**config.mk**
```make
export PLATFORM = sky130hd
export DESIGN_NAME = conv3x3_filter_flat
export DESIGN_NICKNAME = d
export VERILOG_FILES = /design/src/rtl/conv3x3_filter_if.sv /design/src/rtl/conv3x3_filter.sv /design/src/flat_wrapper.sv
export SDC_FILE = /design/constraint.sdc
export NUM_CORES = 1
export LEC_CHECK = 0
export CAP_MARGIN = 15
export CORE_MARGIN = 8
export CORE_UTILIZATION = 49
export DETAILED_ROUTE_END_ITERATION = 10
export GPL_TIMING_DRIVEN = 1
export PLACE_DENSITY = 0.71
export SYNTH_ARGS = -nofsm -noshare
export SYNTH_HDL_FRONTEND = slang
export SYNTH_SLANG_ARGS = --single-unit
```
**constraint.sdc**
```tcl
create_clock -name clk -period 4.6 [get_ports clk]
set_input_delay 0.69 -clock clk [delete_from_list [all_inputs] [get_ports clk]]
set_output_delay 0.69 -clock clk [all_outputs]
set_load 0.01 [all_outputs]
```
**src/rtl/conv3x3_filter_if.sv**
```systemverilog
// Window/pixel bus between the 3x3 window reader, the filter and the write-side memory.
// The source drives a 9-pixel window with in_valid; the filter returns pixel_out with out_valid.
interface conv3x3_filter_if;
    logic       in_valid;
    logic [7:0] p1, p2, p3, p4, p5, p6, p7, p8, p9;
    logic [7:0] pixel_out;
    logic       out_valid;

    modport master (
        output in_valid, p1, p2, p3, p4, p5, p6, p7, p8, p9,
        input  pixel_out, out_valid
    );

    modport slave (
        input  in_valid, p1, p2, p3, p4, p5, p6, p7, p8, p9,
        output pixel_out, out_valid
    );
endinterface

```
**src/rtl/conv3x3_filter.sv**
```systemverilog
// 3x3 kernel filter (pass / Gaussian / Sobel / sharpen) with a 3-stage pipeline,
// frame sequencing and an end-of-frame done pulse.
module conv3x3_filter #(
    parameter int FRAME_PIX = 8192,
    parameter int CNT_W     = 15
) (
    input  logic                 clk,
    input  logic                 rst_n,
    input  logic                 start_i,
    input  logic [1:0]           mode_i,
    conv3x3_filter_if.slave      win,
    output logic                 busy_o,
    output logic                 done_o,
    output logic [CNT_W-1:0]     pix_count_o
);

    typedef enum logic [1:0] {S_IDLE, S_RUN, S_DRAIN, S_DONE} state_t;

    localparam logic [CNT_W-1:0] LAST_IDX = CNT_W'(FRAME_PIX - 1);

    state_t           state_q, state_d;
    logic             frame_start;
    logic             accept;
    logic [1:0]       mode_q;
    logic [CNT_W-1:0] acc_q;
    logic [CNT_W-1:0] pix_q;
    logic [3:1]       vld_q;

    // Stage 1 partial sums
    logic [9:0]  row_t_d, row_m_d, row_b_d, col_l_d, col_r_d, cross_d;
    logic [10:0] c5_d;
    logic [9:0]  row_t_q, row_m_q, row_b_q, col_l_q, col_r_q, cross_q;
    logic [10:0] c5_q;
    logic [7:0]  ctr_q;

    // Stage 2 final sums
    logic [11:0]        gauss_sum;
    logic signed [10:0] gx, gy;
    logic [9:0]         gx_abs, gy_abs;
    logic [11:0]        sobel_mag;
    logic signed [12:0] sharp_t;
    logic signed [12:0] s2_val_d, s2_val_q;

    // Stage 3 scale/clamp
    logic signed [12:0] scaled;
    logic [7:0]         pixel_d, pixel_q;

    always_ff @(posedge clk) begin
        if (!rst_n) begin
            state_q <= S_IDLE;
        end else begin
            state_q <= state_d;
        end
    end

    always_comb begin
        state_d     = state_q;
        frame_start = 1'b0;
        accept      = 1'b0;
        case (state_q)
            S_IDLE: begin
                if (start_i) begin
                    frame_start = 1'b1;
                    state_d     = S_RUN;
                end
            end
            S_RUN: begin
                if (win.in_valid) begin
                    accept = 1'b1;
                    if (acc_q == LAST_IDX) begin
                        state_d = S_DRAIN;
                    end
                end
            end
            S_DRAIN: begin
                // Leaves on the cycle the last pixel sits in the output register.
                if (!vld_q[1] && !vld_q[2]) begin
                    state_d = S_DONE;
                end
            end
            S_DONE: begin
                state_d = S_IDLE;
            end
            default: begin
                state_d = S_IDLE;
            end
        endcase
    end

    always_ff @(posedge clk) begin
        if (!rst_n) begin
            acc_q  <= '0;
            pix_q  <= '0;
            mode_q <= 2'd0;
        end else if (frame_start) begin
            acc_q  <= '0;
            pix_q  <= '0;
            mode_q <= mode_i;
        end else begin
            if (accept) begin
                acc_q <= acc_q + 1'b1;
            end
            if (vld_q[3]) begin
                pix_q <= pix_q + 1'b1;
            end
        end
    end

    always_ff @(posedge clk) begin
        if (!rst_n) begin
            vld_q <= '0;
        end else begin
            vld_q <= {vld_q[2:1], accept};
        end
    end

    always_comb begin
        row_t_d = {2'b0, win.p1} + {1'b0, win.p2, 1'b0} + {2'b0, win.p3};
        row_m_d = {2'b0, win.p4} + {1'b0, win.p5, 1'b0} + {2'b0, win.p6};
        row_b_d = {2'b0, win.p7} + {1'b0, win.p8, 1'b0} + {2'b0, win.p9};
        col_l_d = {2'b0, win.p1} + {1'b0, win.p4, 1'b0} + {2'b0, win.p7};
        col_r_d = {2'b0, win.p3} + {1'b0, win.p6, 1'b0} + {2'b0, win.p9};
        cross_d = {2'b0, win.p2} + {2'b0, win.p4} + {2'b0, win.p6} + {2'b0, win.p8};
        c5_d    = {3'b0, win.p5} + {1'b0, win.p5, 2'b0};
    end

    always_ff @(posedge clk) begin
        row_t_q <= row_t_d;
        row_m_q <= row_m_d;
        row_b_q <= row_b_d;
        col_l_q <= col_l_d;
        col_r_q <= col_r_d;
        cross_q <= cross_d;
        c5_q    <= c5_d;
        ctr_q   <= win.p5;
    end

    always_comb begin
        gauss_sum = {2'b0, row_t_q} + {1'b0, row_m_q, 1'b0} + {2'b0, row_b_q};
        gx        = $signed({1'b0, col_r_q}) - $signed({1'b0, col_l_q});
        gy        = $signed({1'b0, row_b_q}) - $signed({1'b0, row_t_q});
        gx_abs    = gx[10] ? 10'(-gx) : 10'(gx);
        gy_abs    = gy[10] ? 10'(-gy) : 10'(gy);
        sobel_mag = {2'b0, gx_abs} + {2'b0, gy_abs};
        sharp_t   = $signed({2'b0, c5_q}) - $signed({3'b0, cross_q});
        case (mode_q)
            2'd0:    s2_val_d = {5'b0, ctr_q};
            2'd1:    s2_val_d = {1'b0, gauss_sum};
            2'd2:    s2_val_d = {1'b0, sobel_mag};
            default: s2_val_d = sharp_t;
        endcase
    end

    always_ff @(posedge clk) begin
        s2_val_q <= s2_val_d;
    end

    always_comb begin
        scaled  = (mode_q == 2'd1) ? (s2_val_q >>> 4) : s2_val_q;
        pixel_d = 8'd0;
        if (vld_q[2]) begin
            if (scaled[12]) begin
                pixel_d = 8'd0;
            end else if (scaled > 13'sd255) begin
                pixel_d = 8'hFF;
            end else begin
                pixel_d = scaled[7:0];
            end
        end
    end

    always_ff @(posedge clk) begin
        if (!rst_n) begin
            pixel_q <= 8'd0;
        end else begin
            pixel_q <= pixel_d;
        end
    end

    assign win.pixel_out = pixel_q;
    assign win.out_valid = vld_q[3];
    assign busy_o        = (state_q == S_RUN) || (state_q == S_DRAIN);
    assign done_o        = (state_q == S_DONE);
    assign pix_count_o   = pix_q;

endmodule

```
**src/flat_wrapper.sv**
```systemverilog
// flat-port wrapper written by rule: the top's interface ports become plain ports
module conv3x3_filter_flat 
#(
    parameter int FRAME_PIX = 8192,
    parameter int CNT_W     = 15
)
  (clk, rst_n, start_i, mode_i, busy_o, done_o, pix_count_o, win_in_valid, win_p1, win_p2, win_p3, win_p4, win_p5, win_p6, win_p7, win_p8, win_p9, win_pixel_out, win_out_valid);
  conv3x3_filter_if win_i ();
  input  logic clk;
  input  logic rst_n;
  input  logic start_i;
  input  logic [1:0] mode_i;
  output logic busy_o;
  output logic done_o;
  output logic [CNT_W-1:0] pix_count_o;
  input wire logic [$bits(win_i.in_valid)-1:0] win_in_valid;
  input wire logic [$bits(win_i.p1)-1:0] win_p1;
  input wire logic [$bits(win_i.p2)-1:0] win_p2;
  input wire logic [$bits(win_i.p3)-1:0] win_p3;
  input wire logic [$bits(win_i.p4)-1:0] win_p4;
  input wire logic [$bits(win_i.p5)-1:0] win_p5;
  input wire logic [$bits(win_i.p6)-1:0] win_p6;
  input wire logic [$bits(win_i.p7)-1:0] win_p7;
  input wire logic [$bits(win_i.p8)-1:0] win_p8;
  input wire logic [$bits(win_i.p9)-1:0] win_p9;
  output wire logic [$bits(win_i.pixel_out)-1:0] win_pixel_out;
  output wire logic [$bits(win_i.out_valid)-1:0] win_out_valid;
  assign win_i.in_valid = win_in_valid;
  assign win_i.p1 = win_p1;
  assign win_i.p2 = win_p2;
  assign win_i.p3 = win_p3;
  assign win_i.p4 = win_p4;
  assign win_i.p5 = win_p5;
  assign win_i.p6 = win_p6;
  assign win_i.p7 = win_p7;
  assign win_i.p8 = win_p8;
  assign win_i.p9 = win_p9;
  assign win_pixel_out = win_i.pixel_out;
  assign win_out_valid = win_i.out_valid;
  conv3x3_filter #(.FRAME_PIX(FRAME_PIX), .CNT_W(CNT_W)) u_core (.clk(clk), .rst_n(rst_n), .start_i(start_i), .mode_i(mode_i), .win(win_i), .busy_o(busy_o), .done_o(done_o), .pix_count_o(pix_count_o));
endmodule
```
[After elaboration in Yosys (flattened, before gate mapping)]
Index checks and enable logic that the tools add are counted.
Word-level totals
  flip-flop bits (word level): 137
  output and inout bits: 26
  word-level logic and storage cells: 75
Cells by class
  add/subtract/negate cells: 24
  order comparisons: 1
  equality and inequality tests: 10
  muxes and demuxes: 14
  bitwise logic cells: 2
  reduce and logical (&&, ||, !) cells: 9
Operators with widths (number)
  $add 10x8->10: 7
  $add 8x9->10: 5
  $pmux 13 s3: 1
  $add 15x1->15 const B: 2
  $sub 10x10->11: 2
  $mux 10: 2
  $neg 10->10: 2
  $eq 15x13->1 const B: 1
  $gt 13x9->1 const B: 1
  $add 10x11->12: 1
  $add 12x10->12: 1
  $mux 12: 1
  $sub 11x10->12: 1
  $add 10x10->11: 1
  $add 8x10->11: 1
  $add 8x8->9: 1
  $mux 2: 4
  $mux 8: 1
  $pmux 2 s4: 1
  $eq 2x2->1 const B: 3
  $eq 2x1->1 const B: 2
  $logic_not 2->1: 2
  $mux 1: 4
  $ne 2x1->1 const B: 2
  8 further kinds: 11

[Longest topological paths before layout]
Gate-level depths: netlist of the first run.
  word-level depth: 5
  depth in mapped cells: 21
  gate-level depth less buffers: 20

[Worst setup path after synthesis of the first run]
No wires, ideal clock.
  path type: register to register
  from: reg u_core.row_t_q[2]
  to: reg u_core.s2_val_q[10]
  setup time: 135 ps
  arrival: 3671 ps
  data required time: 4465 ps
  setup slack: 794 ps
  stages on the path, launching flop included: 20
  buffers on the path: 1
  clock period less this slack: 3806 ps
  cells stage by stage: dfxtp_1 inv_1 ha_1 nor2b_1 o31a_1 o21a_1 nor2_4 o221ai_2 a21o_1 buf_6 nor2_1 a21oi_1 fa_1 a21o_1 a21oi_1 nor2b_1 o31ai_1 a21oi_1 a2111oi_0 o32ai_1
On the way
  longest elaborated chain between the ends: 5
RTL lines
  from (decl): line conv3x3_filter.sv:32  | logic [9:0] row_t_q, row_m_q, row_b_q, col_l_q, col_r_q, cross_q;
  from (signal assigned): line conv3x3_filter.sv:128  | row_t_q <= row_t_d;
  $sub 10x10->11: line conv3x3_filter.sv:141  | gy = $signed({1'b0, row_b_q}) - $signed({1'b0, row_t_q});
  $neg 10->10: line conv3x3_filter.sv:143  | gy_abs = gy[10] ? 10'(-gy) : 10'(gy);
  $mux 10: line conv3x3_filter.sv:143
  $add 10x10->11: line conv3x3_filter.sv:144  | sobel_mag = {2'b0, gx_abs} + {2'b0, gy_abs};
  $pmux 13 s3 (*): line conv3x3_filter.sv:146  | case (mode_q)
  net u_core.s2_val_d[10]: line conv3x3_filter.sv:42  | logic signed [12:0] s2_val_d, s2_val_q;
  to (signal assigned): line conv3x3_filter.sv:155  | s2_val_q <= s2_val_d;
  to (decl): line conv3x3_filter.sv:42
The timed path passes the listed nets; every way through them passes the cells marked *.
A chain may end at the register's enable or synchronous reset.

[Worst setup path in the final report of the first run]
  from: reg u_core.row_b_q[0]
  to: reg u_core.s2_val_q[10]
On the way
  longest elaborated chain between the ends: 5
RTL lines
  from (decl): line conv3x3_filter.sv:32
  from (signal assigned): line conv3x3_filter.sv:130  | row_b_q <= row_b_d;
  $sub 10x10->11: line conv3x3_filter.sv:141
  $neg 10->10: line conv3x3_filter.sv:143
  $mux 10: line conv3x3_filter.sv:143
  $add 10x10->11: line conv3x3_filter.sv:144
  $pmux 13 s3 (*): line conv3x3_filter.sv:146
  net u_core.s2_val_d[10]: line conv3x3_filter.sv:42
Marks and branches as above.

==> flow_summary.rst, run 1 <==
.. list-table::
   :header-rows: 1

   * - Metric
     - Value
   * - Post-CTS clock slew at the launch and capture registers of the worst setup and hold paths
     - 0.07 ns
   * - R2r startpoint
     - u_core.row_b_q[0]$_DFF_P_
   * - Crit path DAT
     - 4.48 ns
   * - Crit path buf inv count
     - 1
   * - Clock tree buffer depth
     - 2
   * - Ports
     - 104
   * - Outcome
     - finished, final reports clean
   * - Final Hold Violating Endpoints
     - 0
   * - Post-detailed-placement cell area
     - 11040 um^2
   * - TritonCTS clock tree
     - yes
   * - Cell types occupying the most area after synthesis
     - dfxtp_1, ha_1, fa_1
   * - Nets
     - 1407
   * - Maximum level of the CTS H-tree
     - 4
   * - Dominant synthesized flop cell
     - dfxtp_1
   * - Capturing element type of the critical path
     - flip-flop
   * - Startpoint class of the critical path
     - flip-flop
   * - Transition time at the pin with the least slew margin
     - 0.9638 ns
   * - Vert. Die Dim
     - 157.0 um
   * - Final weighted congestion of routability-driven global placement
     - 0.8753
   * - Synthesized instance count
     - 1027
   * - Post-CTS Resized
     - 0
   * - Cell family with the largest share of critical-path delay
     - compound AO/OA/AOI/OAI gates
   * - Worst hold path type
     - reg -> reg
   * - Grt ovf
     - 0
   * - Post-synth cell types
     - 53
   * - Maximum net fanout on the critical path
     - 10
   * - Total wire length
     - 21.98 mm
   * - Net count of the mapped netlist
     - 1297
   * - Worst-case clock skew
     - 0.008963 ns
   * - Min Clock Period, post-route
     - 4.180 ns
   * - Setup repair after global routing missed its margin
     - no
   * - Ys Warns
     - 0
   * - Post-synthesis area per instance
     - 9.481 um^2
   * - Number of standard-cell rows in the floorplan
     - 51
   * - Post-synthesis cell type with the largest combined area
     - dfxtp_1
   * - Routed vias/inst
     - 5.098
   * - Worst hold path depth
     - 2
   * - Classification of the worst setup path
     - reg -> reg
   * - Hpwl dp
     - 18.44 mm
   * - Setup slack of the worst register-to-register path
     - 0.42 ns
   * - Global-route wire length before repair
     - 36.90 mm
   * - Worst IR Drop VDD
     - 754.7 uV
   * - Postcts setup bufs
     - 0
   * - Final Max Slew Viols
     - 0
   * - Insertion delay to the later sink of the worst-skew pair
     - 0.43 ns
   * - CTS Buf Count
     - 17
   * - Synthesis-to-finish area growth
     - 19.43%
   * - Initial core utilization
     - 0.5003
   * - Initial antenna violation count
     - 0
   * - Seq cells post-synth
     - 135
   * - EDFF count, synth
     - 0
   * - Reg2Reg Depth
     - 18
   * - Max Clock Freq
     - 239.2 MHz
   * - Share of synthesized area occupied by flip-flops and latches
     - 0.2776
   * - Antenna violation net count after detailed routing
     - 0
   * - LEAKAGE
     - 5.353 nW
   * - 1st-pass router iterations
     - 5
   * - Post-detailed-route DRC marker count
     - 0
   * - Worst Hold End
     - u_core.win.pixel_out[3]$_SDFF_PP0_
   * - Most repeated cell in the gate-level netlist after synthesis
     - dfxtp_1
   * - Number of max-cap violations
     - 0
   * - Final setup viols
     - 0
   * - Crit path top cell by count
     - a21oi_1
   * - Post-route standard cell area excluding fillers
     - 11630 um^2
   * - Netlist Area Pre-Place
     - 9737 um^2
   * - Critical path's largest stage delay
     - 0.47 ns
   * - Via total after detailed routing
     - 7213
   * - Slowest library cell on the worst path
     - fa_1
   * - Total power divided by cell area
     - 789.5 nW/um^2
   * - Total negative setup slack
     - 0 ns
   * - Proportion of register bits with asynchronous set or reset after synthesis
     - 0
   * - Critical-path cell list
     - inv_1 > ha_1 > fa_1 > nor2b_1 > o31a_1 > o21a_1 > nor2_4 > o221ai_2 > a21o_2 > a21oi_1 > fa_1 > a21o_1 > a21oi_1 > nor2b_1 > o31ai_1 > a21oi_1 > a2111oi_2 > o32ai_1
   * - Clock sink count
     - 135
   * - Endpoint of the most critical register-to-register path
     - u_core.s2_val_q[10]$_DFF_P_
   * - Share of layout cells above drive strength 1
     - 0.04174
   * - 1st-iter DRT viols
     - 402
   * - Share of the clock period used by the worst path
     - 0.9087
   * - Data required time of the worst path
     - 4.90 ns
   * - Wire per inst
     - 15.53 um
   * - Pin count of the biggest net entering global routing
     - 31
   * - GRT Resource Usage Total
     - 0.1913
   * - PortBufs
     - 103
   * - Diode count
     - 0
   * - Core Footprint
     - 19460 um^2
   * - Via count of the first global-routing pass
     - 7592
   * - Most used standard cells in the synthesized netlist
     - dfxtp_1, ha_1, inv_1
   * - Hold path startpoint
     - u_core.s2_val_q[3]$_DFF_P_
   * - CTS root buf
     - clkbuf_16
   * - Portion of synthesized cell area occupied by the leading cell type
     - 0.2776
   * - Slew HR
     - 0.3559
   * - Die X
     - 157.0 um
   * - Die Area
     - 24640 um^2
   * - Number of buffers added to fix hold violations after cts
     - 0
-- cell usage in the layout, fill, tap and decap left out, types with 3 or more instances in the layout --
cell type	Yosys	routed
a21boi_0	5	5
a21o_1	50	48
a21oi_1	67	67
a31oi_1	14	14
and3_1	10	10
clkbuf_16	0	17
clkdlybuf4s50_1	0	103
dfxtp_1	135	135
fa_1	65	65
ha_1	127	127
inv_1	127	127
inv_6	0	5
inv_8	0	4
mux2i_1	4	4
mux4_2	5	5
nand2_1	52	52
nand2b_1	13	13
nand3_1	18	18
nand4_1	8	8
nor2_1	80	80
nor2b_1	13	13
nor3_1	6	6
nor4_1	3	3
o21a_1	6	6
o21ai_0	38	37
o21bai_1	13	13
xnor2_1	63	63
xor2_1	61	61
-- stage by stage --
stage / power, mW / instances / util / setup slack [ns] / hold WS (ns)
5_1_grt: 10.07 / 1415 / 0.5975 / 0.05132 / 0.4793
2_1_floorplan: 6.399 / 1027 / - / 0.7938 / 0.4305
6_report: 9.181 / 1415 / 0.5975 / 0.4201 / 0.4680
3_3_place_gp: 7.623 / 1382 / 0.5673 / 0.3673 / 0.4510
3_5_place_dp: 7.741 / 1382 / 0.5673 / 0.2602 / 0.4411
4_1_cts: 9.118 / 1414 / 0.5968 / 0.2776 / 0.4737
-- routing by layer --
layer | global-route usage | share of wire
met5 | 0 | 0
met4 | 0.06362 | 0.018
met3 | 0.04031 | 0.047
met2 | 0.3210 | 0.46
met1 | 0.2406 | 0.47
-- flip-flops by register name, summed over array words and instances, names as in the netlist, 3 cells and up --
signal                cells
u_core.acc_q             15
u_core.c5_q              11
u_core.col_l_q           10
u_core.col_r_q           10
u_core.cross_q           10
u_core.ctr_q              6
u_core.pix_count_o       15
u_core.row_b_q           10
u_core.row_m_q           10
u_core.row_t_q           10
u_core.s2_val_q          13
u_core.vld_q              3
u_core.win.pixel_out      8
-- worst min-delay path: cells and delay by family (launching register included) --
kind            cells  cell delay (ns)
simple gates        1             0.05
compound gates      1             0.07
flops               1             0.30
-- kinds of logic (layout without fill, tap and decap cells) --
family	count (synthesis)	count (layout)	synth area share
AOI/OAI and AO/OA	213	213	0.1397
and+or+nand+nor	213	213	0.1015
adders and majority gates	192	192	0.2968
buffers and inverters	140	263	0.05487
DFF	135	135	0.2776
xor gates and xnor gates	125	125	0.1139
muxes	9	9	0.01568
-- power breakdown --
group / total, mW / switching [mW] / leakage, nW / internal, mW
Sequential: 1.63 / 0.170 / 1.12 / 1.46
Clock: 1.31 / 0.582 / 0.279 / 0.729
Combinational: 6.24 / 3.43 / 3.95 / 2.82
Total: 9.18 / 4.18 / 5.35 / 5.00
-- area by class of cell --
type                    count  area, um^2
clock buffers              18       439.2
clock inverters            14       133.9
fillers                  1646        7834
inverters                 127       476.7
multi-input cells         752        6509
flip-flops and latches    135        2703
well taps                 265       331.6
repair buffers            104        1036
-- worst max-delay path by stage --
stage,cells after the start,slack (ns),startpoint,to
after floorplan,19,0.79,u_core.row_t_q[2]$_DFF_P_,u_core.s2_val_q[10]$_DFF_P_
after global placement,16,0.37,win_p4[0],u_core.cross_q[9]$_DFF_P_
after detailed placement,18,0.26,u_core.row_b_q[0]$_DFF_P_,u_core.s2_val_q[10]$_DFF_P_
after CTS,18,0.28,u_core.row_b_q[0]$_DFF_P_,u_core.s2_val_q[10]$_DFF_P_
after global routing,18,0.05,u_core.row_b_q[0]$_DFF_P_,u_core.s2_val_q[10]$_DFF_P_
final,18,0.42,u_core.row_b_q[0]$_DFF_P_,u_core.s2_val_q[10]$_DFF_P_
Note: power is estimated with default switching activity, not from simulation.
==> run 2, diff against run 1 <==
--- a/config.mk
+++ b/config.mk
@@ -6,6 +6,7 @@
 export NUM_CORES = 1
 export LEC_CHECK = 0
 export CAP_MARGIN = 15
+export CORE_ASPECT_RATIO = 0.5
 export CORE_MARGIN = 8
 export CORE_UTILIZATION = 49
 export DETAILED_ROUTE_END_ITERATION = 10
==> run 2 against run 1 <==
Core utilization hardly changed; sequential share of layout area hardly changed; cell count is essentially flat; sequential power about the same; combinational power increased by 2%; flip-flop and latch count stayed put; global-route usage increased by 0.095 points; die area increased by 1.1%; largest power group unchanged; highest routed layer unchanged.
==> flow_summary.rst, run 2 (synthesis results as in run 1) <==
.. list-table::
   :header-rows: 1

   * - Metric
     - Value
   * - Die Area
     - 24910 um^2
   * - Capturing element type of the critical path
     - flip-flop
   * - Total power divided by cell area
     - 802.4 nW/um^2
   * - Number of standard-cell rows in the floorplan
     - 36
   * - Max Clock Freq
     - 236.2 MHz
   * - Classification of the worst setup path
     - reg -> reg
   * - Hpwl dp
     - 19.60 mm
   * - Wire per inst
     - 16.40 um
   * - Worst IR Drop VDD
     - 685.0 uV
   * - Grt ovf
     - 0
   * - Worst-case clock skew
     - 0.008635 ns
   * - Final Hold Violating Endpoints
     - 0
   * - Post-CTS clock slew at the launch and capture registers of the worst setup and hold paths
     - 0.06 ns
   * - Antenna violation net count after detailed routing
     - 0
   * - Critical path's largest stage delay
     - 0.46 ns
   * - 1st-pass router iterations
     - 5
   * - Cell family with the largest share of critical-path delay
     - compound AO/OA/AOI/OAI gates
   * - Initial core utilization
     - 0.5004
   * - Share of layout cells above drive strength 1
     - 0.03913
   * - LEAKAGE
     - 5.349 nW
   * - Vert. Die Dim
     - 115.7 um
   * - Postcts setup bufs
     - 0
   * - Most frequent cells in the layout
     - dfxtp_1, inv_1, ha_1
   * - Total wire length
     - 23.22 mm
   * - Share of the clock period used by the worst path
     - 0.9204
   * - CTS root buf
     - clkbuf_16
   * - Clock sink count
     - 135
   * - Crit path DAT
     - 4.53 ns
   * - Final weighted congestion of routability-driven global placement
     - 0.9094
   * - Maximum level of the CTS H-tree
     - 4
   * - Die X
     - 215.4 um
   * - Number of buffers added to fix hold violations after cts
     - 0
   * - Setup repair after global routing missed its margin
     - no
   * - 1st-iter DRT viols
     - 441
   * - Transition time at the pin with the least slew margin
     - 0.9720 ns
   * - Critical-path cell list
     - inv_1 > ha_1 > fa_1 > nor2b_1 > o21ai_0 > o21ai_1 > nand4_1 > nand2_1 > a21o_1 > a21oi_1 > fa_1 > a21o_1 > a21oi_1 > nor2b_1 > o31ai_1 > a21oi_1 > a2111oi_0 > o32ai_1
   * - Final setup viols
     - 0
   * - Outcome
     - finished, final reports clean
   * - Via count of the first global-routing pass
     - 7607
   * - Nets
     - 1407
   * - Share of total power in combinational logic
     - 0.682
   * - Post-route standard cell area excluding fillers
     - 11630 um^2
   * - Startpoint class of the critical path
     - flip-flop
   * - Post-route setup slack
     - 0.3661 ns
   * - CTS Buf Count
     - 17
   * - Slowest library cell on the worst path
     - fa_1
   * - Clock tree buffer depth
     - 2
   * - Internal Pwr Total
     - 5.059 mW
   * - Pin count of the biggest net entering global routing
     - 31
   * - GRT Resource Usage Total
     - 0.1922
   * - Total negative setup slack
     - 0 ns
   * - TritonCTS clock tree
     - yes
   * - Overall Power
     - 9.332 mW
   * - Post-detailed-route DRC marker count
     - 0
   * - Diode count
     - 0
   * - Min Clock Period, post-route
     - 4.234 ns
   * - Synthesis-to-finish area growth
     - 19.44%
   * - Initial antenna violation count
     - 0
   * - Number of max-cap violations
     - 0
   * - Maximum net fanout on the critical path
     - 10
   * - Post-detailed-placement cell area
     - 11040 um^2
   * - PortBufs
     - 103
   * - Share of total power in sequential cells
     - 0.174
   * - Switching pwr
     - 4.273 mW
   * - Worst hold path type
     - reg -> reg
   * - Crit path buf inv count
     - 1
   * - Via total after detailed routing
     - 7356
   * - Post-CTS Resized
     - 0
   * - Core Footprint
     - 19460 um^2
   * - Final Max Slew Viols
     - 0
   * - Part of the total power dissipated in the clock network
     - 0.144
   * - Insertion delay to the later sink of the worst-skew pair
     - 0.43 ns
   * - Worst slack at placement
     - 0.3170 ns
   * - Routed vias/inst
     - 5.195
   * - Number of fillers in the final layout
     - 1639
   * - Most common cell after layout, fill and taps aside
     - dfxtp_1
   * - Ports
     - 104
   * - Sw frac
     - 0.4579
   * - Data required time of the worst path
     - 4.89 ns
   * - Slew HR
     - 0.3504
   * - Crit path top cell by count
     - a21oi_1
   * - Global-route wire length before repair
     - 37.99 mm
==> run 2: changes by cell type in the layout (fill, tap and decap cells not counted), sizes merged <==
cell	change
inv	-7
clkinvlp	+2
bufinv	+2
clkinv	+3
==> run 2: power groups by stage <==
stage	clock [mW]	combinational, mW	sequential, mW
floorplan	0	4.81	1.59
global placement	0	6.03	1.64
detailed placement	0	6.17	1.65
CTS	1.37	6.25	1.62
global route	1.43	7.00	1.65
finish	1.34	6.37	1.62
==> run 2: routing by layer <==
| metal | global-route usage | share of wire |
|---|---|---|
| met1 | 0.2538 | 0.50 |
| met2 | 0.3096 | 0.43 |
| met3 | 0.05185 | 0.056 |
| met4 | 0.05190 | 0.015 |
| met5 | 0 | 0 |
==> run 2: cell type report <==
| type | count | area, um^2 | area share |
|---|---|---|---|
| clock buffer | 18 | 429.2 | 0.03690 |
| sequential | 135 | 2703 | 0.2324 |
| clock inverter | 14 | 151.4 | 0.01302 |
| multi-input combinational | 752 | 6501 | 0.5590 |
| inverter | 127 | 476.7 | 0.04099 |
| timing repair buffer | 104 | 1036 | 0.08908 |
| tap | 266 | 332.8 | 0.02862 |
==> run 2: path summary, 6_finish.rpt <==
kind / start / endpoint / slack [ns] / depth (start not counted)
setup / recovery: u_core.col_r_q[0]$_DFF_P_ / u_core.s2_val_q[10]$_DFF_P_ / 0.37 / 18
hold / removal: u_core.vld_q[1]$_SDFF_PN0_ / u_core.vld_q[2]$_SDFF_PN0_ / 0.48 / 1
setup reg to reg: u_core.col_r_q[0]$_DFF_P_ / u_core.s2_val_q[10]$_DFF_P_ / 0.37 / 18
hold reg to reg: u_core.vld_q[1]$_SDFF_PN0_ / u_core.vld_q[2]$_SDFF_PN0_ / 0.48 / 1
==> run 2: metrics by stage <==
stage               utilization  cells  hold WS [ns]
finish                   0.5977   1416        0.4753
floorplan                     -   1027        0.4305
global placement         0.5675   1383        0.4515
detailed placement       0.5675   1383        0.4509
global route             0.5977   1416        0.5117
CTS                      0.5974   1415        0.4812
